**src/rtl/debug_unit_pkg.sv**
```systemverilog
// debug_unit_pkg: shared types and constants for the CPU debug unit.
// Holds the FSM state encoding, response length and default start command.
package debug_unit_pkg;

    typedef enum logic [1:0] {
        IDLE = 2'd0,
        RUN  = 2'd1,
        SEND = 2'd2
    } state_t;

    localparam int N_RESP_BYTES = 6;
    localparam logic [7:0] START_CMD_DEF = 8'h53;

endpackage

```
**src/rtl/debug_unit_sat_counter.sv**
```systemverilog
// sat_counter: cycle counter that clears, counts when enabled, sticks at all-ones.
// Ports: clk, rst_n (async, active-low), clear, enable, count[W-1:0].
module sat_counter #(
    parameter int W = 16
) (
    input  logic         clk,
    input  logic         rst_n,
    input  logic         clear,
    input  logic         enable,
    output logic [W-1:0] count
);

    always_ff @(posedge clk or negedge rst_n) begin
        if (!rst_n) begin
            count <= '0;
        end else if (clear) begin
            count <= '0;
        end else if (enable && (count != '1)) begin
            count <= count + 1'b1;
        end
    end

endmodule

```
**src/rtl/debug_unit.sv**
```systemverilog
// debug_unit: UART-driven run control for a small CPU. A START_CMD byte starts
// a run; on HLT it reports PC, ACC and the enabled-cycle count as six bytes.
// Ports: CLK, RESET (async active-low), rx_empty/r_data/rd_uart (receive FIFO),
// tx_full/wr_uart/w_data (transmit FIFO), halt/pc/acc/cpu_en (CPU), busy.
// Build option: DEBUG_UNIT_ECHO_EN echoes non-start bytes back to the host.
module debug_unit
    import debug_unit_pkg::*;
#(
    parameter int N_BIT   = 8,
    parameter int PC_BIT  = 11,
    parameter int ACC_BIT = 16,
    parameter int CNT_BIT = 16,
    parameter logic [N_BIT-1:0] START_CMD = N_BIT'(START_CMD_DEF)
) (
    input  logic               CLK,
    input  logic               RESET,
    input  logic               rx_empty,
    input  logic [N_BIT-1:0]   r_data,
    output logic               rd_uart,
    input  logic               tx_full,
    output logic               wr_uart,
    output logic [N_BIT-1:0]   w_data,
    input  logic               halt,
    input  logic [PC_BIT-1:0]  pc,
    input  logic [ACC_BIT-1:0] acc,
    output logic               cpu_en,
    output logic               busy
);

    localparam int W2    = 2 * N_BIT;
    localparam int IDX_W = $clog2(N_RESP_BYTES);
    localparam logic [IDX_W-1:0] LAST = IDX_W'(N_RESP_BYTES - 1);

    state_t               state, state_n;
    logic [IDX_W-1:0]     idx;
    logic [PC_BIT-1:0]    pc_q;
    logic [ACC_BIT-1:0]   acc_q;
    logic [CNT_BIT-1:0]   count;
    logic                 clear;
    logic                 rd, wr;
    logic [N_BIT-1:0]     wd;
    logic [N_BIT-1:0]     resp_byte;
    logic [W2-1:0]        pc_ext, acc_ext, cnt_ext;

    // Counter stops once cpu_en drops, so in SEND it still holds the
    // value reached at the end of the halt cycle.
    sat_counter #(
        .W(CNT_BIT)
    ) u_cnt (
        .clk   (CLK),
        .rst_n (RESET),
        .clear (clear),
        .enable(cpu_en),
        .count (count)
    );

    assign cpu_en = (state == RUN);
    assign busy   = (state != IDLE);

    assign pc_ext  = W2'(pc_q);
    assign acc_ext = W2'(acc_q);
    assign cnt_ext = W2'(count);

    always_comb begin
        resp_byte = '0;
        case (idx)
            3'd0:    resp_byte = pc_ext[N_BIT-1:0];
            3'd1:    resp_byte = pc_ext[W2-1:N_BIT];
            3'd2:    resp_byte = acc_ext[N_BIT-1:0];
            3'd3:    resp_byte = acc_ext[W2-1:N_BIT];
            3'd4:    resp_byte = cnt_ext[N_BIT-1:0];
            3'd5:    resp_byte = cnt_ext[W2-1:N_BIT];
            default: resp_byte = '0;
        endcase
    end

    always_comb begin
        state_n = state;
        rd      = 1'b0;
        wr      = 1'b0;
        wd      = '0;
        clear   = 1'b0;
        unique case (state)
            IDLE: begin
                if (!rx_empty) begin
                    if (r_data == START_CMD) begin
                        rd      = 1'b1;
                        clear   = 1'b1;
                        state_n = RUN;
                    end else begin
`ifdef DEBUG_UNIT_ECHO_EN
                        if (!tx_full) begin
                            rd = 1'b1;
                            wr = 1'b1;
                            wd = r_data;
                        end
`else
                        rd = 1'b1;
`endif
                    end
                end
            end
            RUN: begin
                if (halt) state_n = SEND;
            end
            SEND: begin
                wd = resp_byte;
                if (!tx_full) begin
                    wr = 1'b1;
                    if (idx == LAST) state_n = IDLE;
                end
            end
            default: state_n = IDLE;
        endcase
    end

    // FIFO strobes and data are forced low while reset is held, even
    // though they are otherwise combinational from the FIFO flags.
    assign rd_uart = rd & RESET;
    assign wr_uart = wr & RESET;
    assign w_data  = RESET ? wd : '0;

    always_ff @(posedge CLK or negedge RESET) begin
        if (!RESET) begin
            state <= IDLE;
        end else begin
            state <= state_n;
        end
    end

    always_ff @(posedge CLK or negedge RESET) begin
        if (!RESET) begin
            idx <= '0;
        end else if (state != SEND) begin
            idx <= '0;
        end else if (wr) begin
            idx <= (idx == LAST) ? '0 : idx + 1'b1;
        end
    end

    always_ff @(posedge CLK or negedge RESET) begin
        if (!RESET) begin
            pc_q  <= '0;
            acc_q <= '0;
        end else if ((state == RUN) && halt) begin
            pc_q  <= pc;
            acc_q <= acc;
        end
    end

endmodule

```
**config.mk**
```make
export PLATFORM = sky130hd
export DESIGN_NAME = debug_unit
export DESIGN_NICKNAME = d
export VERILOG_FILES = /design/src/rtl/debug_unit_pkg.sv /design/src/rtl/debug_unit_sat_counter.sv /design/src/rtl/debug_unit.sv
export SDC_FILE = /design/constraint.sdc
export NUM_CORES = 1
export LEC_CHECK = 0
export CORE_AREA = 2 2 86 88
export CTS_CLUSTER_SIZE = 40
export DETAILED_ROUTE_END_ITERATION = 7
export DIE_AREA = 0 0 88 90
export HOLD_SLACK_MARGIN = 0.05
export SLEW_MARGIN = 25
export SYNTH_ARGS = -nofsm -noshare
export SYNTH_HDL_FRONTEND = slang
export SYNTH_HIERARCHICAL = 1
export SYNTH_SLANG_ARGS = --single-unit
export TNS_END_PERCENT = 5
```
**constraint.sdc**
```tcl
create_clock -name CLK -period 3.31 [get_ports CLK]
set_input_delay 0.4965 -clock CLK [delete_from_list [all_inputs] [get_ports CLK]]
set_output_delay 0.4965 -clock CLK [all_outputs]
set_load 0.05 [all_outputs]
```
==> results.toml <==
[power_and_ir_drop]
total_power_mw = 1.76
peakVddDrop_uv = 185
power_density_nw_per_um2 = 506
power_leakage_nw = 1.47

[cts]
cts_setup_buffers = 0
clock_latency_ns = 0.31
numCtsBuffers = 5
cts.repair.resized = 0
cts_tree = "yes"
cts_buffer_depth = 2
clkTransAtPathRegs_ns = 0.10
cts_max_level = 2
clockRootBuffer = "clkbuf_8"
cts.sinks = 48
ctsHoldBuffers = 1

[worst_setup_path]
r2r-start = "u_cnt/count[0]$_DFFE_PN0P_"
worstSetupPathType = "reg2out"
path_cells = "and2_1 -> ha_1 -> nor3b_1 -> or3b_1 -> a31oi_2 -> buf_12"
slowest_stage = "or3b_1"
reg2reg_to = "u_cnt/count[15]$_DFFE_PN0P_"
crit_path_start_kind = "register"
crit_start = "idx[0]$_DFFE_PN0P_"
r2r_slack_ns = 1.00
r2r_cells = 5
cp-end-kind = "output port"
worstPathRequired_ns = 2.81
cp_num_buf_inv = 1
cpPeakStageDelay_ns = 0.59
worst_path_dominant_cell_family = "simple AND/OR/NAND/NOR gates"
cp_max_fo = 9
arrival_ns = 2.39

[min_path]
hold_path_class = "reg2reg"
worstHoldStart = "pc_q[2]$_DFFE_PN0P_"
hold_depth = 1
holdPathEnd = "pc_q[2]$_DFFE_PN0P_"

[floorplanning]
io_pins = 52
rows = 31
coreArea_um2 = 7020
start_util = 0.384
fp.dieH_um = 90
die_area_um2 = 7920
die_w_um = 88

[timing]
finalWorstSetupSlack_ns = 0.426
layout_min_cycle_time_ns = 2.88
tns_ns = 0
relSlewSlack = 0.413
finalSetupViolCount = 0
rsz0062_at_grt = "false"
finClkSkew_ns = 0.0149
timing.fmax_mhz = 347
hold_viol_final = 0
fin_crit_sh = 0.871
fin_hold_ws_ns = 0.496
worst_pin_slew_ns = 0.874
slew_viol_final = 0

[cells_and_area]
synthToLayoutAreaGrowth_pct = 29.4
fillerInstances = 636
regArea_um2 = 1200
drive_gt1_frac = 0.144
final_cell_mix = "dfrtp_1, clkdlybuf4s50_1, mux2_1"
multi_input_area_um2 = 1390
final_area_um2 = 3490
antenna_cells = 0
final_common_cell = "dfrtp_1"
nets = 340

[global_routing]
grt_pass1_vias = 2125
grtUsageTotal = 0.172
gr-total-overflow = 0
grt_pass1_wl_um = 10700
grt_max_degree = 33
antenna_found_initial = 0

[logic_synthesis]
ys_ff_latch = 48
syn-num-nets = 290
synth_edf_count = 0
synth-seq-area-share = 0.445
synth_area_per_cell_um2 = 10.9
ys_warn_count = 6
async_flop_share = 1.00
syn_inst = 248
syn_area_um2 = 2700
synth_top_flop_cell = "dfrtp_1"
synth_cell_types = 48

[drt]
num_vias = 2150
wl_per_cell_um = 16.4
drt_iter0_markers = 102
drt-pass1-iter-count = 4
wl_um = 6520
remaining_drc_errors = 0
viasPerCell = 5.40
antenna_left = 0

[placement]
dp_hpwl_um = 4660
gp_congestion = 0.813
dpl_cell_area_um2 = 3370
io_buffers = 51
dpl_worst_slack_ns = 0.720

[status]
status = "finished clean"

[run]
cap_violations = 0
through the flow:
step	std cells	util
2_1_floorplan	248	-
3_3_place_gp	389	0.480
3_5_place_dp	389	0.480
4_1_cts	398	0.497
5_1_grt	398	0.497
6_report	398	0.497
worst register-to-register path, delay by kind of cell (launching register included):
family	cells	cell delay [ns]
adders and majority gates	1	0.26
DFF	1	0.46
muxes	1	0.34
and+or+nand+nor	3	1.15
flip-flops by register name, indices dropped and copies added (netlist names):
signal       flops
acc_ext         16
idx              3
pc_q            11
state            2
u_cnt/count     16
worst max-delay path by stage:
stage                                  endpoint  slack (ns)  cells after the start
floorplan                             w_data[1]        0.44                      9
global placement    u_cnt/count[15]$_DFFE_PN0P_        0.76                      5
detailed placement  u_cnt/count[15]$_DFFE_PN0P_        0.72                      5
CTS                                   w_data[1]        0.42                      6
global route                          w_data[1]        0.34                      6
finish                                w_data[1]        0.43                      6
synth_stat cells (3+ instances only):
| cell | instances | share of area |
|---|---|---|
| buf_6 | 4 | 0.017 |
| nand2b_1 | 8 | 0.019 |
| o31ai_1 | 7 | 0.019 |
| nand3b_1 | 3 | 0.0084 |
| or4_1 | 5 | 0.014 |
| mux2_1 | 38 | 0.16 |
| nor3_1 | 4 | 0.0074 |
| inv_1 | 5 | 0.0070 |
| a21oi_2 | 6 | 0.019 |
| nor4_1 | 4 | 0.0093 |
| buf_2 | 4 | 0.0074 |
| nand2_1 | 9 | 0.013 |
| o21ai_1 | 8 | 0.015 |
| dfrtp_1 | 48 | 0.45 |
| clkbuf_1 | 7 | 0.0097 |
| nor2_1 | 8 | 0.011 |
| nand3_1 | 5 | 0.0093 |
| nor3b_1 | 3 | 0.0084 |
| a22oi_1 | 6 | 0.017 |
| nor2b_1 | 6 | 0.014 |
| a32oi_1 | 3 | 0.0097 |
| a21oi_1 | 17 | 0.032 |
| nand4_1 | 6 | 0.014 |
| o21ai_0 | 3 | 0.0056 |
cell families (layout without fill, tap and decap cells):
logic type	after synthesis	count (layout)	synth area share
and+or+nand+nor	82	82	0.197
AOI/OAI and AO/OA	57	57	0.145
DFF	48	48	0.445
muxes	38	38	0.159
buffers and inverters	20	71	0.0408
adders and majority gates	2	2	0.00928
xor gates and xnor gates	1	1	0.00325
final cells by class:
class | instances | area share
multi-input combinational | 180 | 0.399
sequential | 48 | 0.344
timing repair buffer | 58 | 0.184
tap | 99 | 0.0355
clock buffer | 5 | 0.0197
clock inverter | 3 | 0.0122
inverter | 5 | 0.00538
routing by layer:
metal | wire [µm] | track usage
met1 | 3060 | 0.238
met2 | 3060 | 0.272
met3 | 326 | 0.0331
met4 | 70 | 0.0462
met5 | 0 | 0
report_power, final:
group | leakage [nW] | internal [mW] | switching, mW | total [mW]
combinational | 0.814 | 0.270 | 0.394 | 0.664
clock | 0.0541 | 0.224 | 0.206 | 0.430
sequential | 0.606 | 0.627 | 0.0436 | 0.670
total | 1.47 | 1.12 | 0.644 | 1.76
Note: power is estimated with default switching activity, not from simulation.
